$ cat src/rtl/shift_pkg.sv
// Shared constants for the operand-2 shift sequencer: shift types, FSM states
// and the amount clamps that keep the iteration count bounded.
package shift_pkg;

  localparam logic [1:0] SH_LSL = 2'b00;
  localparam logic [1:0] SH_LSR = 2'b01;
  localparam logic [1:0] SH_ASR = 2'b10;
  localparam logic [1:0] SH_ROR = 2'b11;

  typedef enum logic [1:0] {
    ST_IDLE  = 2'b00,
    ST_SHIFT = 2'b01,
    ST_DONE  = 2'b10
  } state_t;

  // Beyond these counts the result and carry no longer change.
  localparam logic [5:0] CLAMP_ARITH   = 6'd32;
  localparam logic [5:0] CLAMP_LOGICAL = 6'd33;

  function automatic logic [5:0] clamp_amount(input logic [7:0] amt, input logic [5:0] lim);
    return (amt > {2'b00, lim}) ? lim : amt[5:0];
  endfunction

endpackage

$ cat src/rtl/shift_step.sv
// One combinational shift step of 0..32 positions, reporting the last bit
// shifted out (or carry_in unchanged when k is zero).
module shift_step
  import shift_pkg::*;
(
  input  logic [31:0] data_in,
  input  logic        carry_in,
  input  logic [1:0]  shift_type,
  input  logic [5:0]  k,
  output logic [31:0] data_out,
  output logic        last_out
);

  logic        [32:0] lsl_ext;
  logic        [32:0] lsr_ext;
  logic signed [32:0] asr_ext;
  logic        [31:0] rot;

  // Carry rides in the extra bit so a zero-length step passes it through.
  always_comb begin
    lsl_ext = {carry_in, data_in} << k;
    lsr_ext = {data_in, carry_in} >> k;
    asr_ext = $signed({data_in, carry_in}) >>> k;
    rot     = (data_in >> k) | (data_in << (6'd32 - k));
  end

  always_comb begin
    data_out = data_in;
    last_out = carry_in;
    case (shift_type)
      SH_LSL: begin
        data_out = lsl_ext[31:0];
        last_out = lsl_ext[32];
      end
      SH_LSR: begin
        data_out = lsr_ext[32:1];
        last_out = lsr_ext[0];
      end
      SH_ASR: begin
        data_out = asr_ext[32:1];
        last_out = asr_ext[0];
      end
      default: begin
        data_out = rot;
        last_out = (k == 6'd0) ? carry_in : rot[31];
      end
    endcase
  end

endmodule

$ cat src/rtl/shift_sequencer.sv
// Multi-cycle ARM operand-2 shifter: accepts one request, iterates STEP bits
// per cycle, then holds result/carryOut until the consumer takes them.
module shift_sequencer
  import shift_pkg::*;
#(
  parameter int STEP = 4
) (
  input  logic        clk,
  input  logic        reset,
  input  logic        reqValid,
  output logic        reqReady,
  input  logic [1:0]  shiftType,
  input  logic        immForm,
  input  logic [7:0]  amount,
  input  logic [31:0] operand,
  input  logic        carryIn,
  output logic        resultValid,
  input  logic        resultReady,
  output logic [31:0] result,
  output logic        carryOut,
  output logic        busy,
  output logic [1:0]  state_dbg
);

  // Handshakes: a transfer happens on a rising edge where valid and ready are
  // both high; valid holds its payload stable until that edge.

  localparam logic [5:0] STEP_K = 6'(STEP);

  state_t      state_q;
  logic [5:0]  rem_q;
  logic [31:0] data_q;
  logic        carry_q;
  logic [1:0]  type_q;
  logic        rrx_q;
  logic [31:0] result_q;
  logic        carry_out_q;

  logic [5:0]  ld_count;
  logic [31:0] ld_data;
  logic        ld_carry;
  logic        ld_rrx;
  logic [5:0]  k;
  logic [5:0]  k_eff;
  logic [31:0] step_data;
  logic        step_last;

  always_comb begin
    ld_count = 6'd0;
    ld_data  = operand;
    ld_carry = carryIn;
    ld_rrx   = 1'b0;
    if (immForm && amount == 8'd0 && (shiftType == SH_LSR || shiftType == SH_ASR)) begin
      ld_count = 6'd32;
    end else if (immForm && amount == 8'd0 && shiftType == SH_ROR) begin
      // RRX is finished at load; the one SHIFT cycle only keeps the latency.
      ld_count = 6'd1;
      ld_rrx   = 1'b1;
      ld_data  = {carryIn, operand[31:1]};
      ld_carry = operand[0];
    end else if (amount != 8'd0) begin
      case (shiftType)
        SH_LSL, SH_LSR: ld_count = clamp_amount(amount, CLAMP_LOGICAL);
        SH_ASR:         ld_count = clamp_amount(amount, CLAMP_ARITH);
        default: begin
          if (amount[4:0] != 5'd0) ld_count = {1'b0, amount[4:0]};
          else                     ld_carry = operand[31];
        end
      endcase
    end
  end

  always_comb begin
    k     = (rem_q < STEP_K) ? rem_q : STEP_K;
    k_eff = rrx_q ? 6'd0 : k;
  end

  shift_step u_step (
    .data_in    (data_q),
    .carry_in   (carry_q),
    .shift_type (type_q),
    .k          (k_eff),
    .data_out   (step_data),
    .last_out   (step_last)
  );

  always_ff @(posedge clk or posedge reset) begin
    if (reset) begin
      state_q     <= ST_IDLE;
      rem_q       <= 6'd0;
      data_q      <= 32'd0;
      carry_q     <= 1'b0;
      type_q      <= SH_LSL;
      rrx_q       <= 1'b0;
      result_q    <= 32'd0;
      carry_out_q <= 1'b0;
    end else begin
      case (state_q)
        ST_IDLE: begin
          if (reqValid) begin
            type_q  <= shiftType;
            data_q  <= ld_data;
            carry_q <= ld_carry;
            rem_q   <= ld_count;
            rrx_q   <= ld_rrx;
            if (ld_count == 6'd0) begin
              result_q    <= ld_data;
              carry_out_q <= ld_carry;
              state_q     <= ST_DONE;
            end else begin
              state_q <= ST_SHIFT;
            end
          end
        end
        ST_SHIFT: begin
          data_q  <= step_data;
          carry_q <= step_last;
          rem_q   <= rem_q - k;
          if (rem_q == k) begin
            result_q    <= step_data;
            carry_out_q <= step_last;
            state_q     <= ST_DONE;
          end
        end
        ST_DONE: begin
          if (resultReady) state_q <= ST_IDLE;
        end
        default: state_q <= ST_IDLE;
      endcase
    end
  end

  assign reqReady    = (state_q == ST_IDLE);
  assign resultValid = (state_q == ST_DONE);
  assign busy        = (state_q == ST_SHIFT) || (state_q == ST_DONE);
  assign result      = result_q;
  assign carryOut    = carry_out_q;
  assign state_dbg   = state_q;

endmodule
$ cat config.mk
export PLATFORM = sky130hd
export DESIGN_NAME = shift_sequencer
export DESIGN_NICKNAME = d
export VERILOG_FILES = /design/src/rtl/shift_pkg.sv /design/src/rtl/shift_step.sv /design/src/rtl/shift_sequencer.sv
export SDC_FILE = /design/constraint.sdc
export NUM_CORES = 1
export LEC_CHECK = 0
export ABC_AREA = 0
export BUFFER_PORTS_ARGS = -buffer_cell sky130_fd_sc_hd__clkbuf_2
export CAP_MARGIN = 20
export CORE_ASPECT_RATIO = 1.2
export CORE_MARGIN = 8
export CORE_UTILIZATION = 40
export DETAILED_ROUTE_END_ITERATION = 10
export PLACE_DENSITY = 0.65
export SKIP_CTS_REPAIR_TIMING = 1
export SYNTH_ARGS = -nofsm -noshare
export SYNTH_HDL_FRONTEND = slang
export SYNTH_HIERARCHICAL = 1
export SYNTH_SLANG_ARGS = --single-unit
$ cat constraint.sdc
create_clock -name clk -period 13.6 [get_ports clk]
set_clock_uncertainty 0.1 [all_clocks]
set_input_delay 2.04 -clock clk [delete_from_list [all_inputs] [get_ports clk]]
set_output_delay 2.04 -clock clk [all_outputs]
set_load 0.02 [all_outputs]
==> impl_metrics.env <==
export IMPL_r2r_cells=14
export IMPL_synthArstFlopShare_pct=100
export IMPL_cts_tree="built"
export IMPL_synthesis_area_mm2=0.0110
export IMPL_clockBufferDepth=2
export IMPL_clock_sinks=77
export IMPL_cp_startpoint="rem_q[2]$_DFFE_PP0P_"
export IMPL_syn_avg_cell_area_um2=8.84
export IMPL_die_w_um=167
export IMPL_drtIter0Drc=1607
export IMPL_area_delta_synth_final_pct=6.49
export IMPL_run_status="finished, final reports clean"
export IMPL_grt_pass1_vias=10800
export IMPL_crit_type="flip-flop to flip-flop"
export IMPL_first_pass_iters=9
export IMPL_fin_crit_ps=6450
export IMPL_yosysWarningCount=6
export IMPL_start_util_pct=40.6
export IMPL_design_core_area_mm2=0.0271
export IMPL_top_layer_used="met4"
export IMPL_path_clk_slew_ps=70
export IMPL_pin_count=86
export IMPL_netlist_area_leader_share_pct=17.5
export IMPL_r2r_end="result[26]$_DFFE_PP0P_"
export IMPL_hold_viol_final=0
export IMPL_overflow=0
export IMPL_required_ps=13730
export IMPL_hold_path_depth=1
export IMPL_met3WireLength_um=5300
export IMPL_rsz0062_at_grt="false"
export IMPL_yosysTopAreaCell="dfrtp_1"
export IMPL_arrival_ps=6580
export IMPL_synth_ff_type="dfrtp_1"
export IMPL_hold_ws_ps=396
export IMPL_critical_path_max_stage_delay_ps=920
export IMPL_hp_class="flip-flop to flip-flop"
export IMPL_hpwl_um=38000
export IMPL_cp_cell_sequence="or4_1 -> nor3_2 -> buf_4 -> inv_2 -> ha_1 -> xor2_4 -> mux4_2 -> nand2_1 -> nand2_1 -> o21ai_0 -> a22oi_1 -> nand2_1 -> o21ai_0 -> mux2_1"
export IMPL_synth_edf_count=0
export IMPL_drtAntennaViolNets=0
export IMPL_vias_per_cell=7.28
export IMPL_crit_top_cell="nand2_1"
export IMPL_reg2reg_setup_slack_ps=7150
export IMPL_tns_ps=0
export IMPL_crit_fanout=58
export IMPL_worstMarginPinSlew_ps=1120
export IMPL_timing_fmax_mhz=155
export IMPL_path_depth=14
export IMPL_die_h_um=198
export IMPL_gp_congestion=1.06
export IMPL_grt_pass1_wl_um=75800
export IMPL_setup_violations=0
export IMPL_antenna_found_initial=0
export IMPL_cap_violations=0
export IMPL_slew_violations=0
export IMPL_fin_nets=1290
export IMPL_clock_latency_ps=350
export IMPL_reg2reg_from="rem_q[2]$_DFFE_PP0P_"
export IMPL_cp_num_buf_inv=2
export IMPL_cts_root_buf="clkbuf_16"
export IMPL_wire_per_inst_um=33.5
export IMPL_drt_total_wl_um=52800
export IMPL_htreeDepth=3
export IMPL_crit_slowest_cell="xor2_4"
export IMPL_finalCritPeriodShare_pct=47.4
export IMPL_mostFrequentLayoutCell="nand2_1"
export IMPL_startpoint_type="flip-flop"
export IMPL_hold_path_endpoint="result[1]$_DFFE_PP0P_"
export IMPL_met2_length_um=23900
export IMPL_drive_above_1_share_pct=27.1
export IMPL_cts_buffers=9
export IMPL_synth_top_cells_by_area="dfrtp_1, mux4_2, mux2_2"
export IMPL_min_from="result[1]$_DFFE_PP0P_"
export IMPL_die_area_mm2=0.0331
export IMPL_portBuffers=85
export IMPL_final_cell_mix="nand2_1, mux2i_1, o21ai_0"
export IMPL_wl_met1_um=20200
export IMPL_crit_family="buffers and inverters"
export IMPL_maxSlewHeadroom_pct=25.6
export IMPL_drc_errors=0
export IMPL_syn_inst=1245
export IMPL_grtUsageTotal_pct=30.9
export IMPL_yosysSeqAreaShare_pct=17.5
export IMPL_vias=11500
export IMPL_endpoint_kind="flip-flop"
export IMPL_ys_types=95
export IMPL_grt_max_degree=78
export IMPL_ys_ff_latch=77
export IMPL_rows=66
-- final cells by class --
type                            count  area [um2]
Sequential cell                    77        1930
Clock buffer                        9         225
Multi-Input combinational cell   1007        8330
Timing Repair Buffer              112         641
Antenna cell                        1        2.50
Clock inverter                      7        81.3
Tap cell                          340         425
Inverter                           25        95.1
Fill cell                        2753       15400
-- flip-flops by register name, indices dropped and copies added (netlist names) --
name and count:
state_dbg 2, carryOut 1, result 32, rrx_q 1
rem_q 6, type_q 2, data_q 32, carry_q 1
-- worst max-delay path by stage --
stage,to,slack [ps]
CTS,carryOut$_DFFE_PP0P_,7300
global route,data_q[18]$_DFFE_PP0P_,6930
detailed placement,carryOut$_DFFE_PP0P_,7330
floorplan,result[18]$_DFFE_PP0P_,9050
finish,result[26]$_DFFE_PP0P_,7150
global placement,carryOut$_DFFE_PP0P_,7420
-- Yosys cell counts, drive strengths merged, types with 16 or more instances --
cell type,instances
a31oi,23
o211ai,16
mux2i,104
a21oi,67
o21ai,104
mux2,104
buf,57
nor2,80
inv,23
nand2,157
clkbuf,84
nor3,23
a211oi,17
mux4,85
dfrtp,77
nand3,24
o22ai,17
-- per-stage QoR --
| stage | utilization (%) | instances | worst slack, ps | instance area, um2 |
|---|---|---|---|---|
| after floorplan | - | 1250 | 9050 | 11000 |
| after global placement | 42.1 | 1560 | 7420 | 11400 |
| after detailed placement | 42.1 | 1560 | 7330 | 11400 |
| after CTS | 43.2 | 1576 | 7300 | 11700 |
| after global routing | 43.3 | 1577 | 6930 | 11700 |
| final | 43.3 | 1578 | 7150 | 11700 |
-- metal layers --
metal	vias to the layer above	track usage (%)
li1	4738	-
met1	5694	39.8
met2	868	48.7
met3	182	5.44
met4	0	17.5
met5	-	0
-- cells by family after synthesis --
family	after synthesis	share of synthesized area (%)
AO/OA/AOI/OAI	341	20.6
XOR/XNOR	2	0.159
adder cells (fa/ha/maj)	10	1.14
buffers and inverters	166	7.48
flip-flops	77	17.5
multiplexers	293	38.2
other	2	0.0682
AND/OR/NAND/NOR	354	14.9
Power is not shown: default switching activity piles up to over one toggle a cycle in this logic, so the estimate is an artifact.
